==> src/rtl/rv32i_instr_encoder.sv <==
// rv32i_instr_encoder: assembles RV32I instruction words from a one-hot type
// select plus operand fields and buffers them in a DEPTH-entry output FIFO.
// Latency: a word accepted at edge N is visible at the FIFO head after edge N.
// Backpressure: in_ready = !full (no bypass when full); out_instr is held
// while out_valid & !out_ready.
// Ports: clk/rst_n (async active-low); in_valid/in_ready + sel, rd, rs1, rs2,
// funct3, funct7, imm on the request side; out_valid/out_ready + out_instr on
// the delivery side; instr_count counts output transfers (wraps); err pulses
// on a rejected select.
// Optional feature macro: ONEHOT_CHECK_EN. When defined, a select that is not
// exactly one-hot is consumed, not enqueued, and pulses err for one cycle.
// When undefined, the lowest set select bit wins, sel = 0 encodes
// addi x0,x0,0, and err is tied low.
module rv32i_instr_encoder #(
  parameter int DEPTH = 4,
  parameter int CNT_W = 16
) (
  input  logic             clk,
  input  logic             rst_n,
  input  logic             in_valid,
  output logic             in_ready,
  input  logic [8:0]       sel,
  input  logic [4:0]       rd,
  input  logic [4:0]       rs1,
  input  logic [4:0]       rs2,
  input  logic [2:0]       funct3,
  input  logic [6:0]       funct7,
  input  logic [31:0]      imm,
  output logic             out_valid,
  input  logic             out_ready,
  output logic [31:0]      out_instr,
  output logic [CNT_W-1:0] instr_count,
  output logic             err
);

  localparam int AW = $clog2(DEPTH);
  localparam logic [AW:0]      PTR_ONE = 1;
  localparam logic [CNT_W-1:0] CNT_ONE = 1;

  localparam logic [6:0] OP_R     = 7'b0110011;
  localparam logic [6:0] OP_I     = 7'b0010011;
  localparam logic [6:0] OP_S     = 7'b0100011;
  localparam logic [6:0] OP_LOAD  = 7'b0000011;
  localparam logic [6:0] OP_SB    = 7'b1100011;
  localparam logic [6:0] OP_AUIPC = 7'b0010111;
  localparam logic [6:0] OP_JAL   = 7'b1101111;
  localparam logic [6:0] OP_JALR  = 7'b1100111;
  localparam logic [6:0] OP_LUI   = 7'b0110111;

  logic [31:0] enc;
  logic        sel_ok;
  logic        accept;
  logic        push;
  logic        pop;
  logic        full;
  logic        empty;
  logic [AW:0] wr_ptr;
  logic [AW:0] rd_ptr;
  logic [31:0] mem [DEPTH];

  // Priority chain: the lowest set select bit decides the format. With no
  // bit set the word falls back to the canonical NOP.
  always_comb begin
    enc = 32'h0000_0013;
    if (sel[0])      enc = {funct7, rs2, rs1, funct3, rd, OP_R};
    else if (sel[1]) enc = {imm[11:0], rs1, funct3, rd, OP_I};
    else if (sel[2]) enc = {imm[11:5], rs2, rs1, funct3, imm[4:0], OP_S};
    else if (sel[3]) enc = {imm[11:0], rs1, funct3, rd, OP_LOAD};
    else if (sel[4]) enc = {imm[12], imm[10:5], rs2, rs1, funct3, imm[4:1], imm[11], OP_SB};
    else if (sel[5]) enc = {imm[31:12], rd, OP_AUIPC};
    else if (sel[6]) enc = {imm[20], imm[10:1], imm[11], imm[19:12], rd, OP_JAL};
    else if (sel[7]) enc = {imm[11:0], rs1, 3'b000, rd, OP_JALR};
    else if (sel[8]) enc = {imm[31:12], rd, OP_LUI};
  end

`ifdef ONEHOT_CHECK_EN
  // x & (x-1) clears the lowest set bit; zero result with x != 0 means one-hot.
  assign sel_ok = (sel != 9'd0) && ((sel & (sel - 9'd1)) == 9'd0);
`else
  assign sel_ok = 1'b1;
`endif

  assign full      = (wr_ptr[AW] != rd_ptr[AW]) && (wr_ptr[AW-1:0] == rd_ptr[AW-1:0]);
  assign empty     = (wr_ptr == rd_ptr);
  assign in_ready  = !full;
  assign out_valid = !empty;
  assign accept    = in_valid & in_ready;
  assign push      = accept & sel_ok;
  assign pop       = out_valid & out_ready;

  // Storage is not reset; the head is forced to zero whenever the FIFO is
  // empty so stale contents never appear on out_instr.
  assign out_instr = empty ? 32'h0000_0000 : mem[rd_ptr[AW-1:0]];

  always_ff @(posedge clk) begin
    if (push) mem[wr_ptr[AW-1:0]] <= enc;
  end

  always_ff @(posedge clk or negedge rst_n) begin
    if (!rst_n) begin
      wr_ptr      <= '0;
      rd_ptr      <= '0;
      instr_count <= '0;
    end else begin
      if (push) wr_ptr <= wr_ptr + PTR_ONE;
      if (pop) begin
        rd_ptr      <= rd_ptr + PTR_ONE;
        instr_count <= instr_count + CNT_ONE;
      end
    end
  end

`ifdef ONEHOT_CHECK_EN
  always_ff @(posedge clk or negedge rst_n) begin
    if (!rst_n) err <= 1'b0;
    else        err <= accept & !sel_ok;
  end
`else
  assign err = 1'b0;
`endif

endmodule

==> config.mk <==
export PLATFORM = sky130hd
export DESIGN_NAME = rv32i_instr_encoder
export DESIGN_NICKNAME = d
export VERILOG_FILES = /design/src/rtl/rv32i_instr_encoder.sv
export SDC_FILE = /design/constraint.sdc
export NUM_CORES = 1
export LEC_CHECK = 0
export ABC_AREA = 1
export CORE_ASPECT_RATIO = 2
export CORE_MARGIN = 10
export CORE_UTILIZATION = 55
export CTS_BUF_LIST = sky130_fd_sc_hd__clkbuf_8
export DETAILED_ROUTE_END_ITERATION = 7
export DONT_BUFFER_PORTS = 1
export PLACE_DENSITY = 0.7
export SYNTH_ARGS = -nofsm -noshare
export SYNTH_HDL_FRONTEND = slang
export SYNTH_SLANG_ARGS = --single-unit
==> constraint.sdc <==
create_clock -name clk -period 3.9 [get_ports clk]
set_input_delay 0.78 -clock clk [delete_from_list [all_inputs] [get_ports clk]]
set_output_delay 0.78 -clock clk [all_outputs]
set_load 0.01 [all_outputs]
==> implementation parameters <==
Parameter                              Value

Run status
  Status    completed

Placed design
  Number of placed instances with taps included    816
  Worst Setup Slack post-DPL    1170 ps
  Quantity of I/O buffers inserted on ports    0
  RePlAce Congestion    0.873
  Instance area after placement    6960 um2
  Half-perimeter wire length after detailed placement    11700 um

Global route
  Tot GR Track Use    18.1%
  Via count of the first global-routing pass    4979
  Global-route wire length before repair    25300 um
  Remaining Overflow, GRT    0
  Busiest grt layer    met2
  Met2 track demand over resource in global routing    34.2%
  Number of antenna violations at the first check in global routing    2
  Met3 usage in global routing    5.06%
  Pin count of the biggest net entering global routing    63
  Met1 routing resource usage after global routing    17.5%

CTS
  Resized cells post-CTS    0
  CTS tree    done
  Clock insertion delay at the later pin of the skew report    420 ps
  Post-CTS setup buffer count    0
  Total number of clock tree sinks    142
  Hold Buf Count CTS    0
  CTS max path bufs    2
  Clock buffers created by TritonCTS    17
  Root cell of the clock tree    clkbuf_8
  Level count of the clock H-tree    4
  Clock input transition at the sequential cells of the worst setup and hold paths    80 ps

Timing
  Post-layout worst setup margin    755 ps
  Post-Route Setup TNS    0 ps
  Max-slew headroom    32.7%
  Final setup violating endpoints    0
  Minimum clock period after layout    3150 ps
  Least-Margin Pin Slew    1010 ps
  Tcrit/Tclk final    80.6%
  Number of failing hold endpoints at the final stage    0
  Unrepaired setup endpoints after global routing    no
  Final Max Slew Viols    0
  Clock skew    8.74 ps
  Highest achievable clock rate    0.318 GHz

Synthesis
  FF+latch count, synth    142
  Unique masters post-synth    31
  Syn_nets    770
  Total of warnings raised by yosys    0
  Seq/Total Area, Yosys    60.6%
  Synthesized instance count    694
  Summed instance area of the synthesized netlist    6860 um2
  Syn Area/Cell    9.88 um2

Job
  Number of maximum-capacitance violations    0

Detailed routing
  WL final    16400 um
  Initial drt markers    371
  Detailed-route vias per instance    5.66
  DRC violations left    0
  Average wire length per cell after detail routing    19.3 um
  Number of nets with antenna violations after detailed routing    0
  Total vias in the final route    4810
  Number of detailed-routing iterations run before antenna repair    5

Critical path
  Class of the most critical setup path    reg -> out
  Crit-path cells    xnor2_2 -> nand3_2 -> buf_4 -> nand2_1 -> inv_1
  Worst Path Max Fanout    18
  Type of origin of the critical path    flip-flop
  Category of the worst setup path capture point    primary output
  Critical path data arrival time    2370 ps
  Highest cell delay on the worst timing path    580 ps
  Data required time of the worst path    3120 ps
  Slowest stage cell on the critical path    nand3_2

Floorplanning
  Vertical extent of the die    178 um
  Initial Utilization    56.2%
  FP Rows    57
  Core Region    12200 um2
  IO Pins    121
  Area of the die    17600 um2
  Die boundary width    99.0 um

Final layout
  Number of standard cells in the layout, taps in and fillers out    850
  Filler cell count in the final layout    1008
  Final Core Density    60.0%
  Layout cell share with drive strength beyond 1    7.85%
  Area of the multi-input gates    2290 um2
  Final nets    764
  Layout overhead on the synthesized area    6.73%
  Post-route cell area    7320 um2
  Sequential cell area    4160 um2

Power
  Peak ir drop on the vdd network    0.465 mV
  Cell Pwr Density    716 nW/um2
  Leakage power    0.00304 uW

Min path
  Worst hold path class    in -> async
[cells by family (layout without fill, tap and decap cells)]
group,Yosys count,count (layout),synth area share [%]
AOI/OAI and AO/OA,100,100,7.97
xor gates and xnor gates,16,16,2.26
adders and majority gates,6,6,1.09
buffers and inverters,106,113,6.40
DFF,142,142,60.6
muxes,30,30,4.38
other,1,3,0.0547
and+or+nand+nor,293,293,17.3
[synth_stat cells]
| master | n | area [um2] |
|---|---|---|
| nor2_4 | 2 | 22.5 |
| xor2_1 | 5 | 43.8 |
| buf_2 | 9 | 45.0 |
| nand3b_1 | 2 | 15.0 |
| a21oi_1 | 9 | 45.0 |
| nor2_1 | 74 | 278 |
| buf_6 | 2 | 22.5 |
| o211ai_1 | 1 | 7.51 |
| nand2_1 | 179 | 672 |
| inv_2 | 4 | 15.0 |
| dfrtp_1 | 22 | 551 |
| ha_1 | 6 | 75.1 |
| xnor2_1 | 9 | 78.8 |
| nor3_1 | 1 | 5.00 |
| conb_1 | 1 | 3.75 |
| a21oi_2 | 1 | 8.76 |
| nand4_1 | 1 | 6.26 |
| nand3_2 | 2 | 20.0 |
| xnor2_2 | 2 | 32.5 |
| buf_1 | 2 | 7.51 |
| inv_1 | 72 | 270 |
| nand2_2 | 2 | 12.5 |
| buf_4 | 4 | 30.0 |
| nand3_1 | 28 | 140 |
| o21ai_0 | 51 | 255 |
| nor2_2 | 2 | 12.5 |
| edfxtp_1 | 120 | 3600 |
| o22ai_1 | 32 | 200 |
| mux2i_1 | 30 | 300 |
| o21ai_1 | 6 | 30.0 |
| clkbuf_1 | 13 | 48.8 |
[worst max-delay path: cells and delay by family, from the launching register on]
kind / cells / cell delay (ps)
buffers and inverters: 2 / 500
AND/OR/NAND/NOR: 2 / 660
flip-flops: 1 / 550
XOR/XNOR: 1 / 220
[where the power goes]
group	switching (uW)	internal, uW	leakage (uW)
combinational	1410	557	0.00148
clock	548	499	0.000175
sequential	195	2030	0.00139
[per-stage QoR]
| step | total power (uW) | hold WS (ps) |
|---|---|---|
| 6_report | 5240 | 45.4 |
| 5_1_grt | 5580 | 13.3 |
| 4_1_cts | 5300 | 17.7 |
| 3_5_place_dp | 4260 | 485 |
| 3_3_place_gp | 4180 | 485 |
| 2_1_floorplan | 3760 | 484 |
[area by class of cell]
cell class                      count  share of cell area, %
Multi-Input combinational cell    446                   31.4
Clock buffer                       17                   3.20
Sequential cell                   142                   56.8
Antenna cell                        2                 0.0684
Tap cell                          147                   2.51
Timing Repair Buffer                5                  0.513
Clock inverter                     15                   1.68
Inverter                           76                   3.90
[path summary, 6_finish.rpt]
path,start,endpoint,slack [ps],depth (start not counted)
worst max-delay path,rd_ptr[0]$_DFFE_PN0P_,out_instr[4],750,5
worst min-delay path,rst_n,instr_count[2]$_DFFE_PN0P_,50,0
worst max register to register,rd_ptr[0]$_DFFE_PN0P_,instr_count[13]$_DFFE_PN0P_,1370,6
worst min register to register,wr_ptr[2]$_DFFE_PN0N_,wr_ptr[2]$_DFFE_PN0N_,590,2
max in group asynchronous,rst_n,rd_ptr[1]$_DFFE_PN0P_,3770,0
min in group clk,in_valid,wr_ptr[1]$_DFFE_PN0N_,500,2
[sequential cells by signal, summed over array words and instances (netlist names)]
| register | cells |
|---|---|
| mem | 120 |
| instr_count | 16 |
| rd_ptr | 3 |
| wr_ptr | 3 |
[metal layers]
metal / share of wire [%] / routed length (um)
met1: 35 / 5720
met2: 57 / 9370
met3: 6.4 / 1050
met4: 1.4 / 231
met5: 0 / 0
[layout by cell type, fill, tap and decap left out, types with 3 or more instances in the layout]
cell type   Yosys  final
inv_1          72     72
nand3_1        28     28
clkbuf_8        0     17
xor2_1          5      5
clkinv_4        0      3
xnor2_1         9      9
dfrtp_1        22     20
clkinv_2        0      3
edfxtp_1      120    120
buf_4           4      5
nor2_4          2      6
mux2i_1        30     30
ha_1            6      6
o21ai_0        51     51
o22ai_1        32     32
o21ai_1         6      6
clkinv_1        0      3
a21oi_1         9      9
nand2_1       179    179
nor2_1         74     70
clkinvlp_4      0      3
inv_2           4      4
(Power assumes the default switching activity.)
